$ cat src/rtl/program_loader.sv
// Parses framed byte-stream load commands and writes 16-bit instructions into CPU program memory.
// Frame: SYNC, base index (4B LE), count N (2B LE), N halfwords (lo, hi), XOR checksum byte.
module program_loader #(
    parameter int unsigned INDEX_W        = 32,
    parameter logic [7:0]  SYNC_BYTE      = 8'hA5,
    parameter int unsigned TIMEOUT_CYCLES = 1000000
) (
    input  logic               clk,
    input  logic               rst,
    input  logic [7:0]         rx_data,
    input  logic               rx_valid,
    output logic               rx_ready,
    output logic               download_program,
    output logic [INDEX_W-1:0] instruction_index,
    output logic [15:0]        program_in,
    output logic               busy,
    output logic               done,
    output logic               error,
    output logic [15:0]        word_count
);

    localparam int unsigned TW = $clog2(TIMEOUT_CYCLES);

    typedef enum logic [2:0] {
        StIdle,
        StAddr,
        StCnt,
        StDlo,
        StDhi,
        StWrite,
        StCheck
    } state_e;

    state_e             state_q, state_d;
    logic [1:0]         byte_cnt_q, byte_cnt_d;
    logic [31:0]        base_q, base_d;
    logic [15:0]        count_q, count_d;
    logic [7:0]         lo_q, lo_d;
    logic [7:0]         xor_q, xor_d;
    logic [15:0]        wc_q, wc_d;
    logic [INDEX_W-1:0] idx_q, idx_d;
    logic [15:0]        data_q, data_d;
    logic               done_q, done_d;
    logic               error_q, error_d;
    logic [TW-1:0]      timer_q, timer_d;
    logic               xfer;

    always_ff @(posedge clk) begin
        if (rst) begin
            state_q    <= StIdle;
            byte_cnt_q <= '0;
            base_q     <= '0;
            count_q    <= '0;
            lo_q       <= '0;
            xor_q      <= '0;
            wc_q       <= '0;
            idx_q      <= '0;
            data_q     <= '0;
            done_q     <= 1'b0;
            error_q    <= 1'b0;
            timer_q    <= '0;
        end else begin
            state_q    <= state_d;
            byte_cnt_q <= byte_cnt_d;
            base_q     <= base_d;
            count_q    <= count_d;
            lo_q       <= lo_d;
            xor_q      <= xor_d;
            wc_q       <= wc_d;
            idx_q      <= idx_d;
            data_q     <= data_d;
            done_q     <= done_d;
            error_q    <= error_d;
            timer_q    <= timer_d;
        end
    end

    assign xfer = rx_valid && rx_ready;

    always_comb begin
        state_d    = state_q;
        byte_cnt_d = byte_cnt_q;
        base_d     = base_q;
        count_d    = count_q;
        lo_d       = lo_q;
        xor_d      = xor_q;
        wc_d       = wc_q;
        idx_d      = idx_q;
        data_d     = data_q;
        done_d     = 1'b0;
        error_d    = error_q;
        timer_d    = timer_q;

        unique case (state_q)
            StIdle: begin
                if (xfer && rx_data == SYNC_BYTE) begin
                    state_d    = StAddr;
                    byte_cnt_d = '0;
                    error_d    = 1'b0;
                    wc_d       = '0;
                    xor_d      = '0;
                end
            end
            StAddr: begin
                if (xfer) begin
                    base_d     = {rx_data, base_q[31:8]};
                    xor_d      = xor_q ^ rx_data;
                    byte_cnt_d = byte_cnt_q + 2'd1;
                    if (byte_cnt_q == 2'd3) begin
                        byte_cnt_d = '0;
                        state_d    = StCnt;
                    end
                end
            end
            StCnt: begin
                if (xfer) begin
                    count_d = {rx_data, count_q[15:8]};
                    xor_d   = xor_q ^ rx_data;
                    if (byte_cnt_q == 2'd1) begin
                        byte_cnt_d = '0;
                        state_d    = (count_d == 16'd0) ? StCheck : StDlo;
                    end else begin
                        byte_cnt_d = 2'd1;
                    end
                end
            end
            StDlo: begin
                if (xfer) begin
                    lo_d    = rx_data;
                    xor_d   = xor_q ^ rx_data;
                    state_d = StDhi;
                end
            end
            StDhi: begin
                // Address and data are registered here so they hold after the strobe.
                if (xfer) begin
                    idx_d   = INDEX_W'(base_q) + INDEX_W'(wc_q);
                    data_d  = {rx_data, lo_q};
                    xor_d   = xor_q ^ rx_data;
                    state_d = StWrite;
                end
            end
            StWrite: begin
                wc_d    = wc_q + 16'd1;
                state_d = (wc_q + 16'd1 == count_q) ? StCheck : StDlo;
            end
            StCheck: begin
                if (xfer) begin
                    if (rx_data == xor_q) begin
                        done_d = 1'b1;
                    end else begin
                        error_d = 1'b1;
                    end
                    state_d = StIdle;
                end
            end
            default: state_d = StIdle;
        endcase

        // Inter-byte stall watchdog; idle and the write cycle never count.
        if (state_q inside {StAddr, StCnt, StDlo, StDhi, StCheck}) begin
            if (xfer) begin
                timer_d = '0;
            end else if (timer_q == TW'(TIMEOUT_CYCLES - 1)) begin
                timer_d = '0;
                state_d = StIdle;
                error_d = 1'b1;
            end else begin
                timer_d = timer_q + 1'b1;
            end
        end else begin
            timer_d = '0;
        end
    end

    assign rx_ready          = (state_q != StWrite) && !rst;
    assign download_program  = (state_q == StWrite);
    assign instruction_index = idx_q;
    assign program_in        = data_q;
    assign busy              = (state_q != StIdle);
    assign done              = done_q;
    assign error             = error_q;
    assign word_count        = wc_q;

endmodule

$ cat config.mk
export PLATFORM = sky130hd
export DESIGN_NAME = program_loader
export DESIGN_NICKNAME = d
export VERILOG_FILES = /design/src/rtl/program_loader.sv
export SDC_FILE = /design/constraint.sdc
export NUM_CORES = 1
export LEC_CHECK = 0
export ABC_CLOCK_PERIOD_IN_PS = 2600
export BUFFER_PORTS_ARGS = -buffer_cell sky130_fd_sc_hd__buf_2
export CAP_MARGIN = 10
export CORE_AREA = 10 10 188 190
export CTS_BUF_LIST = sky130_fd_sc_hd__clkbuf_8
export DETAILED_ROUTE_END_ITERATION = 8
export DIE_AREA = 0 0 198 200
export PLACE_DENSITY = 0.45
export SLEW_MARGIN = 10
export SYNTH_ARGS = -nofsm -noshare
export SYNTH_HDL_FRONTEND = slang
export SYNTH_SLANG_ARGS = --single-unit
export TNS_END_PERCENT = 50
$ cat constraint.sdc
create_clock -name clk -period 2.6 [get_ports clk]
set_input_delay 0.39 -clock clk [delete_from_list [all_inputs] [get_ports clk]]
set_output_delay 0.39 -clock clk [all_outputs]
set_load 0.1 [all_outputs]
==> results.yml, run 1 <==
status:
  status: "complete, no violations"
logic_synthesis:
  avgSynthCellArea_sq_um: 7.85
  yosysWarnings: 0
  synth_fp_nets: 1024
  yosysTopAreaCellShare_pct: 39.9
  syn_inst: 992
  ys_ff_latch: 155
  synth_edf_count: 0
  synthArstFlopShare_pct: 0
  synthTopCellsByArea: "dfxtp_1 40%, nand2_1 8.9%, a21oi_1 8.4%"
  ys_types: 69
  ys.flop_type: "dfxtp_1"
  ys_seq_area_share_pct: 39.9
  synth.largest_area_cell: "dfxtp_1"
  synth_area_sq_um: 7780
worst_setup_path:
  cp-start-kind: "flip-flop"
  end_kind: "flip-flop"
  crit_slowest_cell: "ha_1"
  path_cells: "ha_1, and3_1, nor2_1, a211o_1, a31oi_1, buf_4, nand2_1, or3_1, a311oi_1"
  cp_max_fo: 6
  worstPathRequired_ps: 2960
  critPathKind: "reg2reg"
  crit_arrival_ps: 2840
  cp_slowest_stage_delay_ps: 370
  crit_family: "compound AO/OA/AOI/OAI gates"
  crit_buf_inv: 1
power_and_ir_drop:
  cellLeakagePower_nw: 3.54
  powerDensity_nw_per_um2: 471
  sw_frac_of_total_pct: 23.2
  internal_power_w: 0.00342
  seqPwrFrac_pct: 53.0
  switchingPower_w: 0.00103
  vdd_drop_max_mv: 0.257
  combPwrFrac_pct: 2.4
  pwr-share-clk_pct: 44.5
floorplanning:
  start_util_pct: 24.8
  die-width_microns: 198
  die_y_microns: 200
  dieArea_sq_um: 39600
  ioPinCount: 80
  rows: 65
  core_sq_um: 31400
cells_and_area:
  nets: 1116
  drive_gt1_share_pct: 18.9
  syn_to_final_growth_pct: 21.5
  n_antenna_cell: 0
timing:
  rsz0062_at_grt: "true"
  setup_ws_ps: 124
  tns_ps: 0
  tightestPinTransition_ps: 751
  layout_min_cycle_time_ps: 2480
  hold_viol_final: 0
  fin_worst_skew_ps: 14.6
  fmax_mhz: 404
  slew_headroom_pct: 49.5
  period_share_pct: 95.2
  drv_slew: 0
  setup_violations: 0
  hold_ws_ps: 281
clock_tree:
  cts_tree: "done"
  worstSkewPairLatency_ps: 460
  hold_buffers: 0
  clk_path_buf_depth: 2
  cts_made_buffers: 17
  cts_root_buf: "clkbuf_8"
  cts.htree.levels: 4
  clk_pin_slew_ps: 90
  cts.sinks: 155
drt:
  route.detailed.drc: 0
  drt-initial-drc-count: 415
  drt-wirelength-per-cell_microns: 16.1
  num_vias: 7131
  drt_wl_total_mm: 24.1
  dr.pass1.iters: 6
  vias_per_cell: 4.76
  ant_nets: 0
placement:
  dp_hpwl_mm: 17.1
  io_buffers: 79
  pre_cts_slack_ps: -61.8
  gp_congestion: 0.816
global_routing:
  grt_pass1_vias: 6881
  grt_max_degree: 125
  grtUsageTotal_pct: 12.2
  grt_pass1_wl_mm: 38.4
  antenna_found_initial: 0
  grt_overflow: 0
run:
  maxCapViolCount: 0
hold_path:
  hp-class: "in2reg"
[Yosys cell counts, types with 3 or more instances]
cell type,count
xnor2_1,31
nor2b_1,6
nor3_1,15
or4_1,4
nand4_1,13
dfxtp_1,155
clkbuf_1,58
a31oi_1,10
and4_1,8
nor3b_1,3
nor2_1,71
mux2i_1,8
o21a_1,3
and2_1,10
nand3_1,36
inv_1,15
buf_2,6
xor2_1,39
a21boi_0,4
nand2_1,185
and3_1,16
a21o_1,6
o21ai_0,39
nand2b_1,5
nor4_1,11
or3_1,8
a21oi_1,130
a211oi_1,17
ha_1,20
or2_2,3
nand3b_1,9
[path summary, 6_finish.rpt]
path / slack [ps] / endpoint / startpoint / cells past startpoint
setup / recovery: 120 / instruction_index[29] / word_count[3] / 9
hold / removal: 280 / base_q[29] / rx_data[5] / 3
setup reg to reg: 120 / instruction_index[29] / word_count[3] / 9
hold reg to reg: 450 / instruction_index[3] / instruction_index[3] / 2
[layer usage]
metal,vias to the layer above,global-route usage [%],routed length [microns],part of all wire [%]
met4,0,2.99,206,0.85
met1,3344,16.3,11900,49
met5,-,0,0,0
met3,11,3.10,1140,4.7
li1,3642,-,-,-
met2,134,19.0,10900,45
[what timing repair did]
action                                 4_1_cts  5_1_grt
pin swaps                                    0        2
endpoints found under the hold margin        0        0
gates cloned                                 0        0
setup endpoints to repair                    3       12
setup buffers                                0        2
gates resized for setup                      2        8
[final cells by class]
class	instances	area [sq um]
Inverter	17	63.8
Multi-Input combinational cell	754	4420
Timing Repair Buffer	139	903
Sequential cell	155	3150
Clock buffer	17	234
Clock inverter	14	179
Tap cell	402	503
Fill cell	3486	21900
[tightest hold or removal path, delay by kind of cell]
kind            cells  cell delay [ps]
buf+inv             1              170
simple gates        1               80
compound gates      1               50
[layout by cell type, fill, tap and decap left out, types with 16 or more instances in the layout]
| cell | synthesis | routed |
|---|---|---|
| a211oi_1 | 17 | 16 |
| nand3_1 | 36 | 36 |
| nand2_1 | 185 | 185 |
| ha_1 | 20 | 19 |
| buf_2 | 6 | 76 |
| xnor2_1 | 31 | 31 |
| xor2_1 | 39 | 39 |
| inv_1 | 15 | 18 |
| buf_4 | 0 | 59 |
| dfxtp_1 | 155 | 139 |
| clkbuf_8 | 0 | 17 |
| a21oi_1 | 130 | 129 |
| nor2_1 | 71 | 70 |
| o21ai_0 | 39 | 38 |
| and3_1 | 16 | 16 |
[power groups by stage]
stage               Combinational [W]  Clock (W)  Sequential [W]
floorplan                   0.0000654          0         0.00242
global placement             0.000111          0         0.00242
detailed placement           0.000111          0         0.00242
CTS                          0.000111    0.00205         0.00236
global route                 0.000118    0.00215         0.00236
finish                       0.000109    0.00198         0.00236
[sequential cells by signal, indices dropped and copies added, names as in the netlist]
register,cells
instruction_index,32
lo_q,8
error,1
done,1
program_in,16
word_count,16
xor_q,8
timer_q,20
byte_cnt_q,2
state_q,3
base_q,32
count_q,16
[per-stage QoR]
step                std cells  power [W]  utilization [%]  instance area [sq um]
finish                   1498    0.00445             30.1                   9450
global route             1498    0.00463             30.1                   9450
CTS                      1496    0.00452             30.0                   9410
detailed placement       1465    0.00253             28.6                   8980
global placement         1465    0.00253             28.6                   8980
floorplan                 992    0.00248                -                   7830
[cells by family (layout without fill, tap and decap cells)]
| family | after synthesis | after routing | share of synthesized area [%] |
|---|---|---|---|
| AO/OA/AOI/OAI | 240 | 240 | 18.1 |
| XOR/XNOR | 70 | 70 | 7.88 |
| adder cells (fa/ha/maj) | 22 | 22 | 3.60 |
| buffers and inverters | 83 | 187 | 4.12 |
| flip-flops | 155 | 155 | 39.9 |
| multiplexers | 9 | 9 | 1.17 |
| AND/OR/NAND/NOR | 413 | 413 | 25.3 |
Power figures use the tool's default switching activity.
==> inputs of run 2 (changes only) <==
--- a/config.mk
+++ b/config.mk
@@ -9,7 +9,7 @@
 export BUFFER_PORTS_ARGS = -buffer_cell sky130_fd_sc_hd__buf_2
 export CAP_MARGIN = 10
 export CORE_AREA = 10 10 188 190
-export CTS_BUF_LIST = sky130_fd_sc_hd__clkbuf_8
+export CTS_BUF_LIST = sky130_fd_sc_hd__clkbuf_4 sky130_fd_sc_hd__clkbuf_8 sky130_fd_sc_hd__clkbuf_16
 export DETAILED_ROUTE_END_ITERATION = 8
 export DIE_AREA = 0 0 198 200
 export PLACE_DENSITY = 0.45
==> results.yml, run 2 (same netlist as run 1, synthesis figures left out) <==
cells_and_area:
  multi_input_area_sq_um: 4420
  final.fill_count: 3458
  nets: 1116
  mostFrequentLayoutCells: "185 x nand2_1, 139 x dfxtp_1, 129 x a21oi_1, 76 x buf_2, 70 x nor2_1"
  drive_gt1_share_pct: 19.2
  fin_area_sq_um: 9650
  final-seq-area_sq_um: 3150
  n_antenna_cell: 0
  syn_to_final_growth_pct: 24.0
  final_common_cell: "nand2_1"
floorplanning:
  ioPinCount: 80
  die-width_microns: 198
  start_util_pct: 24.8
  rows: 65
  dieArea_sq_um: 39600
  die_y_microns: 200
  core_sq_um: 31400
global_routing:
  grt_max_degree: 125
  met3_usage_pct: 3.25
  antenna_found_initial: 0
  grt_pass1_wl_mm: 38.5
  grt_pass1_vias: 6887
  grtUsageTotal_pct: 12.2
  grt_overflow: 0
  met1_usage_pct: 16.3
  top_usage_layer: "met2"
  use_met2_pct: 19.1
clock_tree:
  cts.sinks: 155
  hold_buffers: 0
  cts_tree: "done"
  cts_made_buffers: 17
  cts.htree.levels: 4
  clk_path_buf_depth: 2
  clk_pin_slew_ps: 60
  worstSkewPairLatency_ps: 430
  cts_root_buf: "clkbuf_16"
drt:
  num_vias: 7132
  dr.pass1.iters: 5
  vias_per_cell: 4.76
  route.detailed.drc: 0
  drt-wirelength-per-cell_microns: 16.1
  drt_wl_total_mm: 24.2
  ant_nets: 0
  drt-initial-drc-count: 423
worst_setup_path:
  path_cells: "ha_1, and3_1, nor2_1, a211o_1, a31oi_1, buf_4, nand2_1, or3_1, a311oi_1"
  cp_slowest_stage_delay_ps: 370
  worstPathRequired_ps: 2930
  cp_max_fo: 6
  r2r-start: "word_count[3]"
  critPathKind: "reg2reg"
  cp-start-kind: "flip-flop"
  crit_arrival_ps: 2800
  end_kind: "flip-flop"
  r2r-end: "instruction_index[29]"
  crit_slowest_cell: "ha_1"
  r2r_slack_ps: 130
  r2r_cells: 9
timing:
  tightestPinTransition_ps: 719
  period_share_pct: 95.1
  hold_viol_final: 0
  setup_violations: 0
  rsz0062_at_grt: "true"
  slew_headroom_pct: 51.5
  layout_min_cycle_time_ps: 2470
  fmax_mhz: 405
  fin_worst_skew_ps: 10.2
  drv_slew: 0
status:
  status: "complete, no violations"
power_and_ir_drop:
  total_power_w: 0.00510
  powerDensity_nw_per_um2: 529
  cellLeakagePower_nw: 3.62
  vdd_drop_max_mv: 0.421
placement:
  io_buffers: 79
  dpl_cell_area_sq_um: 8980
  gp_congestion: 0.816
  dp_hpwl_mm: 17.1
hold_path:
  min_from: "rx_data[7]"
  holdPathStages: 3
  hold_end: "program_in[15]"
  hp-class: "in2reg"
run:
  maxCapViolCount: 0
## run 2: cell types whose count changed in the layout (fill, tap and decap cells not counted)
cell / previous run / this run
clkbuf_4: 0 / 3
inv_1: 18 / 15
clkbuf_8: 17 / 0
bufinv_16: 4 / 3
clkbuf_16: 0 / 18
## run 2: worst max path at each step
| stage | startpoint | endpoint | cells after the start |
|---|---|---|---|
| 6_report | word_count[3] | instruction_index[29] | 9 |
| 5_1_grt | word_count[0] | instruction_index[30] | 10 |
| 4_1_cts | base_q[15] | instruction_index[29] | 9 |
| 3_5_place_dp | word_count[0] | instruction_index[18] | 10 |
| 3_3_place_gp | word_count[0] | instruction_index[18] | 10 |
| 2_1_floorplan | word_count[0] | state_q[0] | 8 |
## run 2: worst max-delay path, delay by kind of cell, from the launching register on
kind            cells  cell delay (ps)
fa+ha+maj           1              370
compound gates      3              780
simple gates        4              710
buf+inv             1              170
flops               1              350
## run 2: where the power goes
part | switching (W) | internal (W)
clock | 0.00103 | 0.00160
combinational | 0.0000813 | 0.0000274
sequential | 0.000000371 | 0.00236
total | 0.00111 | 0.00399
## run 2: what timing repair did
action / in CTS / in global routing
resized for setup: 2 / 8
hold endpoints to repair: 0 / 0
buffers inserted: 0 / 2
pin swaps: 0 / 2
endpoints found under the setup margin: 3 / 12
## run 2: per-stage QoR
step           instances  setup TNS, ps  hold WS (ps)  setup WS [ps]  utilization [%]
4_1_cts             1496              0           293           60.1             30.6
5_1_grt             1498          -3.60           310          -3.60             30.7
2_1_floorplan        992          -30.0           426          -30.0                -
6_report            1498              0           313            129             30.7
3_5_place_dp        1465          -91.1           441          -61.8             28.6
3_3_place_gp        1465          -33.7           438          -33.7             28.6
## run 2: area by class of cell
class                           instances  area share [%]
Clock inverter                         10            1.43
Sequential cell                       155            32.6
Inverter                               17           0.661
Timing Repair Buffer                  139            9.36
Clock buffer                           21            4.90
Multi-Input combinational cell        754            45.8
Tap cell                              402            5.21
## run 2: routing by layer
metal,part of all wire (%),vias to the layer above
li1,-,3646
met1,50,3359
met2,45,114
met3,4.4,13
met4,0.88,0
met5,0,-
